<file path="src/rtl/uart_rx_fifo.sv">
// UART receiver with a first-word-fall-through receive FIFO.
// It recovers frames from the asynchronous 'uart' line and queues the good words.
// It pulses frame_err, parity_err and overrun when a frame or word is lost.
module uart_rx_fifo #(
    parameter int CLKS_PER_BIT = 87,
    parameter int DATA_BITS    = 8,
    parameter int PARITY       = 0,
    parameter int STOP_BITS    = 1,
    parameter int FIFO_DEPTH   = 4
) (
    input  logic                          clk_10,
    input  logic                          reset_n,
    input  logic                          uart,
    output logic [DATA_BITS-1:0]          rx_data,
    output logic                          rx_valid,
    input  logic                          rx_ready,
    output logic [$clog2(FIFO_DEPTH):0]   fifo_count,
    output logic                          frame_err,
    output logic                          parity_err,
    output logic                          overrun
);

    localparam int AW   = $clog2(FIFO_DEPTH);
    localparam int CW   = $clog2(CLKS_PER_BIT + 1);
    localparam int IW   = 4;
    localparam int HALF = CLKS_PER_BIT / 2;
    localparam logic ODD_PARITY = (PARITY == 1);
    localparam logic [AW:0] DEPTH_CNT = (AW + 1)'(FIFO_DEPTH);

    typedef enum logic [2:0] {
        ST_WAIT_IDLE,
        ST_IDLE,
        ST_START,
        ST_DATA,
        ST_PARITY,
        ST_STOP
    } state_t;

    state_t               state_q, state_d;
    logic [CW-1:0]        cnt_q, cnt_d;
    logic [IW-1:0]        idx_q, idx_d;
    logic [DATA_BITS-1:0] shift_q, shift_d;
    logic                 frame_err_d, parity_err_d, push;

    logic sync1, s, s_d1, s_d2, bit_val;

    logic [DATA_BITS-1:0] mem [FIFO_DEPTH];
    logic [AW:0]          wr_ptr, rd_ptr, count;
    logic                 full, pop, do_push;

    // Two-flop synchroniser followed by a two-deep history of s for majority voting
    always_ff @(posedge clk_10) begin
        if (!reset_n) begin
            sync1 <= 1'b1;
            s     <= 1'b1;
            s_d1  <= 1'b1;
            s_d2  <= 1'b1;
        end else begin
            sync1 <= uart;
            s     <= sync1;
            s_d1  <= s;
            s_d2  <= s_d1;
        end
    end

    assign bit_val = (s & s_d1) | (s & s_d2) | (s_d1 & s_d2);

    // Receiver state, bit-timing counter, bit index, shift register and error pulses
    always_ff @(posedge clk_10) begin
        if (!reset_n) begin
            state_q    <= ST_WAIT_IDLE;
            cnt_q      <= '0;
            idx_q      <= '0;
            shift_q    <= '0;
            frame_err  <= 1'b0;
            parity_err <= 1'b0;
        end else begin
            state_q    <= state_d;
            cnt_q      <= cnt_d;
            idx_q      <= idx_d;
            shift_q    <= shift_d;
            frame_err  <= frame_err_d;
            parity_err <= parity_err_d;
        end
    end

    // Next-state logic: cnt holds the number of cycles since the last sample point
    always_comb begin
        state_d      = state_q;
        cnt_d        = cnt_q;
        idx_d        = idx_q;
        shift_d      = shift_q;
        push         = 1'b0;
        frame_err_d  = 1'b0;
        parity_err_d = 1'b0;
        case (state_q)
            ST_WAIT_IDLE: begin
                if (!s) begin
                    cnt_d = '0;
                end else if (cnt_q == CW'(CLKS_PER_BIT - 1)) begin
                    cnt_d   = '0;
                    state_d = ST_IDLE;
                end else begin
                    cnt_d = cnt_q + 1'b1;
                end
            end
            ST_IDLE: begin
                if (!s) begin
                    cnt_d   = CW'(1);
                    state_d = ST_START;
                end
            end
            ST_START: begin
                if (cnt_q == CW'(HALF)) begin
                    idx_d = '0;
                    if (bit_val) begin
                        cnt_d   = '0;
                        state_d = ST_IDLE;
                    end else begin
                        cnt_d   = CW'(1);
                        state_d = ST_DATA;
                    end
                end else begin
                    cnt_d = cnt_q + 1'b1;
                end
            end
            ST_DATA: begin
                if (cnt_q == CW'(CLKS_PER_BIT)) begin
                    cnt_d   = CW'(1);
                    shift_d = {bit_val, shift_q[DATA_BITS-1:1]};
                    if (idx_q == IW'(DATA_BITS - 1)) begin
                        idx_d   = '0;
                        state_d = (PARITY != 0) ? ST_PARITY : ST_STOP;
                    end else begin
                        idx_d = idx_q + 1'b1;
                    end
                end else begin
                    cnt_d = cnt_q + 1'b1;
                end
            end
            ST_PARITY: begin
                if (cnt_q == CW'(CLKS_PER_BIT)) begin
                    if ((^shift_q ^ bit_val) != ODD_PARITY) begin
                        parity_err_d = 1'b1;
                        cnt_d        = '0;
                        state_d      = ST_WAIT_IDLE;
                    end else begin
                        cnt_d   = CW'(1);
                        idx_d   = '0;
                        state_d = ST_STOP;
                    end
                end else begin
                    cnt_d = cnt_q + 1'b1;
                end
            end
            ST_STOP: begin
                if (cnt_q == CW'(CLKS_PER_BIT)) begin
                    if (!bit_val) begin
                        frame_err_d = 1'b1;
                        cnt_d       = '0;
                        idx_d       = '0;
                        state_d     = ST_WAIT_IDLE;
                    end else if (idx_q == IW'(STOP_BITS - 1)) begin
                        push    = 1'b1;
                        cnt_d   = '0;
                        idx_d   = '0;
                        state_d = ST_IDLE;
                    end else begin
                        cnt_d = CW'(1);
                        idx_d = idx_q + 1'b1;
                    end
                end else begin
                    cnt_d = cnt_q + 1'b1;
                end
            end
            default: begin
                cnt_d   = '0;
                idx_d   = '0;
                state_d = ST_WAIT_IDLE;
            end
        endcase
    end

    assign count      = wr_ptr - rd_ptr;
    assign full       = (count == DEPTH_CNT);
    assign pop        = (count != '0) && rx_ready;
    // A pop in the same cycle frees the slot, so a push into a full FIFO still succeeds.
    assign do_push    = push && (!full || pop);

    assign fifo_count = count;
    assign rx_valid   = (count != '0);
    assign rx_data    = rx_valid ? mem[rd_ptr[AW-1:0]] : '0;

    // FIFO storage write port
    always_ff @(posedge clk_10) begin
        if (reset_n && do_push) begin
            mem[wr_ptr[AW-1:0]] <= shift_q;
        end
    end

    // FIFO pointers (one bit wider than the address) and the overrun pulse
    always_ff @(posedge clk_10) begin
        if (!reset_n) begin
            wr_ptr  <= '0;
            rd_ptr  <= '0;
            overrun <= 1'b0;
        end else begin
            overrun <= push && full && !pop;
            if (do_push) begin
                wr_ptr <= wr_ptr + 1'b1;
            end
            if (pop) begin
                rd_ptr <= rd_ptr + 1'b1;
            end
        end
    end

endmodule

</file>
<file path="config.mk">
export PLATFORM = sky130hd
export DESIGN_NAME = uart_rx_fifo
export DESIGN_NICKNAME = d
export VERILOG_FILES = /design/src/rtl/uart_rx_fifo.sv
export SDC_FILE = /design/constraint.sdc
export NUM_CORES = 1
export LEC_CHECK = 0
export CAP_MARGIN = 20
export CORE_ASPECT_RATIO = 1.2
export CORE_MARGIN = 2
export CORE_UTILIZATION = 30
export CTS_BUF_LIST = sky130_fd_sc_hd__clkbuf_8
export DETAILED_ROUTE_END_ITERATION = 7
export GPL_ROUTABILITY_DRIVEN = 0
export GPL_TIMING_DRIVEN = 0
export MAX_ROUTING_LAYER = met4
export SETUP_SLACK_MARGIN = 0.4
export SLEW_MARGIN = 20
export SYNTH_ARGS = -nofsm -noshare
export SYNTH_HDL_FRONTEND = slang
export SYNTH_SLANG_ARGS = --single-unit
</file>
<file path="constraint.sdc">
create_clock -name clk_10 -period 3.45 [get_ports clk_10]
set_input_delay 0.5175 -clock clk_10 [delete_from_list [all_inputs] [get_ports clk_10]]
set_output_delay 0.5175 -clock clk_10 [all_outputs]
set_load 0.1 [all_outputs]
</file>
# Yosys cells after proc, flatten, opt, wreduce, memory -nomap -nowiden
# Memories as Yosys holds them, arrays and structs flattened. A register that Yosys moved wholly into a read port is not among the register bits.
# Index checks and enable logic that the tools add are counted.
# W data, S select, Z words.
dict set report word_totals {
  n_memories 1
  mem_bits_rw 32
  reg_bits 35
  output_inout_bits 15
  in_bits 4
}
dict set report classes {
  eq_ne 20
  add_sub_neg 5
  reduce_logical 18
  muxes 45
  bitwise 7
}
# name words width read_ports rd_ports_with_merged_regs write_ports line_no
set mem_list {}
lappend mem_list {mem 4 8 1 1 1 47} ;# logic [DATA_BITS-1:0] mem [FIFO_DEPTH];
# op n
set ops {}
lappend ops {{$mux W7} 7}
lappend ops {{$pmux W7 S6} 1}
lappend ops {{$mux W3} 11}
lappend ops {{$mux W4} 8}
lappend ops {{$pmux W4 S5} 1}
lappend ops {{$ne A2 B2 Y1 const B} 9}
lappend ops {{$pmux W3 S6} 1}
lappend ops {{$eq A7 B7 Y1 const B} 2}
lappend ops {{$mux W1} 12}
lappend ops {{$eq A3 B3 Y1 const B} 3}
lappend ops {{$reduce_and A9 Y1} 1}
lappend ops {{$mux W8} 1}
lappend ops {{$reduce_xor A8 Y1} 1}
lappend ops {{$add A7 B1 Y7 const B} 1}
lappend ops {{$eq A7 B6 Y1 const B} 1}
lappend ops {{$add A3 B1 Y3 const B} 2}
lappend ops {{$eq A3 B2 Y1 const B} 2}
lappend ops {{$mux W2} 3}
lappend ops {{$reduce_and A3 Y1} 2}
lappend ops {{$reduce_and A6 Y1} 1}
lappend ops {{$logic_and A1 B1 Y1} 5}
lappend ops {{$add A4 B1 Y4 const B} 1}
lappend ops {{$eq A4 B3 Y1 const B} 1}
lappend ops {{$logic_not A4 Y1} 1}
lappend ops {{13 further kinds} 17}

# Longest topological paths before layout
dict set report logic_depth {
  word_depth 10
  ltp_mapped 9
  mapped_depth_nobuf 9
}

# Worst setup path before layout
# No wires, ideal clock.
dict set report synth_path {
  path_type {register to output}
  startpoint {reg wr_ptr[0]}
  endpoint {out rx_data[0]}
  arrival_ps 3316
  required_ps 2932
  path_stages_with_launch 9
  slack_ps -384
  path_cell_list {dfxtp_1 -> inv_1 -> ha_1 -> fa_1 -> xnor2_1 -> xor2_1 -> nand3_1 -> clkbuf_1 -> and2_1}
}
dict set report synth_between {
  elab_chain_cells 3
}
# item line_no
set synth_rtl {}
lappend synth_rtl {{from (decl)} 48} ;# logic [AW:0] wr_ptr, rd_ptr, count;
lappend synth_rtl {{from (signal assigned)} 210} ;# wr_ptr <= wr_ptr + 1'b1;
lappend synth_rtl {{$sub A3 B3 Y3} 184} ;# assign count = wr_ptr - rd_ptr;
lappend synth_rtl {{$reduce_bool A3 Y1} 191} ;# assign rx_valid = (count != '0);
lappend synth_rtl {{net rx_valid} 15} ;# output logic rx_valid,
lappend synth_rtl {{$mux W8} 192} ;# assign rx_data = rx_valid ? mem[rd_ptr[AW-1:0]] : '0;
lappend synth_rtl {{to (decl)} 14} ;# output logic [DATA_BITS-1:0] rx_data,
# The timed path passes the listed nets, and every way through them passes these cells.

# Worst setup path after layout
dict set report layout_path {
  startpoint {reg wr_ptr[0]}
  endpoint {out rx_valid}
}
dict set report layout_between {
  elab_chain_cells 2
}
# item line_no
set layout_rtl {}
lappend layout_rtl {{$sub A3 B3 Y3} 184}
lappend layout_rtl {{$reduce_bool A3 Y1} 191}
lappend layout_rtl {{to (decl)} 15}
# Every way passes these cells.

==> results_dict.tcl <==
set metrics [dict create \
    layout-drive-gt1-share 0.1725 \
    yosys_warnings 0 \
    ys_top_cells_by_area "edfxtp_1, dfxtp_1, mux4_2" \
    ir_drop_mv 0.1443 \
    crit_chain "inv_1 -> ha_1 -> fa_2 -> xnor2_2 -> xor2_2 -> nand3_1 -> clkbuf_8 -> buf_2" \
    cts_num_sinks 69 \
    avgSynthCellArea_um2 10.92 \
    overflow 0 \
    post-route-period-util 0.8374 \
    root_buffer "clkbuf_8" \
    rsz0062_at_grt "no" \
    vias 2344 \
    coreArea_um2 10880 \
    p_leak_uw 0.001442 \
    worst_pin_slew_ns 0.9716 \
    synthMuxAreaShare 0.06354 \
    routed.top_layer "met4" \
    synthSimpleGateAreaFrac 0.1940 \
    ys_ff_latch 69 \
    drv_cap 0 \
    hold_slack_ns 0.4137 \
    synth.distinct_cells 53 \
    clk_latency_ns 0.34 \
    relSlewSlack 0.3502 \
    drt_pass1_iterations 4 \
    critPathMaxStageDelay_ns 0.42 \
    start_kind "register" \
    critPathRequiredTime_ns 2.93 \
    cts_max_level 3 \
    holdCritPathClass "reg2reg" \
    slew_violations 0 \
    grt_max_degree 13 \
    fmax_mhz 346.1 \
    synthAdderAreaFrac 0.04728 \
    nets 352 \
    arrival_ns 2.37 \
    critPathMaxFanout 10 \
    critPathKind "reg2out" \
    crit_slowest_cell "buf_2" \
    synth-main-ff-cell "dfxtp_1" \
    setup-violations-final 0 \
    viasPerCell 4.945 \
    wl_per_cell_um 14.22 \
    worst-path-buf-inv 3 \
    synth.cells.most_frequent "dfxtp_1, edfxtp_1, nand2_1" \
    synth.top_cell.area_share 0.2905 \
    wl_um 6740 \
    die-area_um2 11890 \
    die_x_um 99.86 \
    ys_seq_area_frac 0.5144 \
    synth_fp_nets 318 \
    io_pins 19 \
    cts_tree "yes" \
    outcome "finished, final reports clean" \
    antenna_left 0 \
    min_period_ns 2.889 \
    hold_viol_final 0 \
    drt_iter0_markers 78 \
    clockBufferDepth 2 \
    numCtsBuffers 9 \
    synth_xor_area_frac 0.04387 \
    initial_core_util 0.3041 \
    synth_top_cell_by_area "edfxtp_1" \
    grt.total_usage 0.1229 \
    antenna_found_initial 0 \
    wl_met1_um 3021 \
    final.setup_skew_ns 0.009166 \
    clk_pin_slew_ns 0.07 \
    synth_edf_count 32 \
    synthToLayoutAreaGrowth_pct 18.00 \
    synth-compound-area-share 0.1082 \
    wl_met2_um 3436 \
    p_per_area_nw_per_um2 372.9 \
    row_count 42 \
    num_antenna_cells 0 \
    synthCells 303 \
    synth_top_family_by_area "simple AND/OR/NAND/NOR gates" \
    synthMostInstantiatedCell "dfxtp_1" \
    post-dp-hpwl_um 4760 \
    portBuffers 18 \
    grt_pass1_wl_um 11290 \
    cp-end-kind "primary output" \
    drc 0 \
    synthesis.area_um2 3308 \
    async_flop_share 0 \
    met3WireLength_um 202 \
    fin_util 0.3589 \
    nFillCells 1106 \
    fp.dieH_um 119.0 \
    cp_top_family "buffers and inverters" \
    grt_pass1_vias 2331 \
]
[final timing paths]
| kind | start | end | slack (ns) | depth (start not counted) |
|---|---|---|---|---|
| worst max-delay path | wr_ptr[0] | rx_valid | 0.56 | 8 |
| worst min-delay path | sync1 | s | 0.41 | 1 |
| worst max register to register | wr_ptr[0] | mem[3][2] | 0.68 | 10 |
| worst min register to register | sync1 | s | 0.41 | 1 |
[cell families (layout without fill, tap and decap cells)]
family,count (synthesis),after routing
AO/OA/AOI/OAI,51,51
XOR/XNOR,14,14
adder cells (fa/ha/maj),12,12
buffers and inverters,25,64
flip-flops,69,69
multiplexers,11,11
AND/OR/NAND/NOR,121,121
[state kept, by name, indices dropped and copies added, names as in the netlist, named ones only]
| signal | flops |
|---|---|
| cnt_q | 7 |
| frame_err | 1 |
| idx_q | 4 |
| mem | 32 |
| overrun | 1 |
| parity_err | 1 |
| rd_ptr | 3 |
| s | 1 |
| s_d1 | 1 |
| s_d2 | 1 |
| shift_q | 8 |
| state_q | 3 |
| sync1 | 1 |
| wr_ptr | 3 |
[worst reg2reg max path: stages, from the launching register on]
cell and delay (ns):
dfxtp_2 0.34, inv_1 0.07, ha_1 0.22, fa_2 0.36
xnor2_2 0.18, xor2_2 0.19, buf_4 0.13, buf_4 0.09
or3_1 0.13, nand4_1 0.09, nor2_1 0.60
[cell usage in the layout, fill, tap and decap left out, drive strengths merged, types with 3 or more instances in the layout]
| cell | instances |
|---|---|
| mux2i | 3 |
| clkdlybuf4s50 | 7 |
| a21oi | 16 |
| buf | 16 |
| o211ai | 4 |
| nor2 | 22 |
| nand2 | 25 |
| a2bb2oi | 3 |
| and3 | 5 |
| or3 | 3 |
| nor3 | 3 |
| xor2 | 5 |
| edfxtp | 32 |
| xnor2 | 8 |
| nor2b | 11 |
| clkinv | 4 |
| inv | 14 |
| a31oi | 3 |
| mux4 | 8 |
| clkbuf | 19 |
| nand3 | 17 |
| o311a | 4 |
| and2 | 14 |
| o21ai | 7 |
| nand2b | 9 |
| ha | 10 |
| dfxtp | 37 |
[metal layers]
layer  vias to the layer above  GRT usage
met5                         -          -
met4                         0    0.04110
met3                         6    0.02993
met2                        35     0.2095
met1                      1139     0.1413
li1                       1164          -
[repair_timing]
action                                  4_1_cts  5_1_grt
endpoints found under the setup margin       11       12
resized for setup                            67        4
pin swaps                                     3        2
hold buffers                                  0        0
buffers inserted                              3        2
[layout make-up]
type | instances | area [um^2] | area share
Buffer | 12 | 56.30 | 0.01442
Clock buffer | 9 | 123.9 | 0.03173
Clock inverter | 7 | 45.04 | 0.01154
Inverter | 13 | 48.80 | 0.01250
Multi-Input combinational cell | 209 | 1539 | 0.3942
Sequential cell | 69 | 1703 | 0.4362
Tap cell | 132 | 165.2 | 0.04231
Timing Repair Buffer | 23 | 222.7 | 0.05705
[per-stage QoR]
stage               worst slack (ns)  area [um^2]  instances  power, uW  TNS, ns
finish                        0.5609         3904        474       1456        0
global route                  0.4522         3904        474       1516        0
CTS                           0.3907         3867        472       1475        0
detailed placement           -0.1978         3665        453      908.0   -1.580
global placement             -0.1478         3665        453      907.5   -1.162
floorplan                     0.3711         3319        303      895.2        0
[where the power goes]
group          switching, uW  internal, uW  total (uW)
Sequential              5.12           852         857
Clock                    310           256         566
Combinational           18.3          14.4        32.7
No activity file was read; power rests on OpenSTA's default activity.
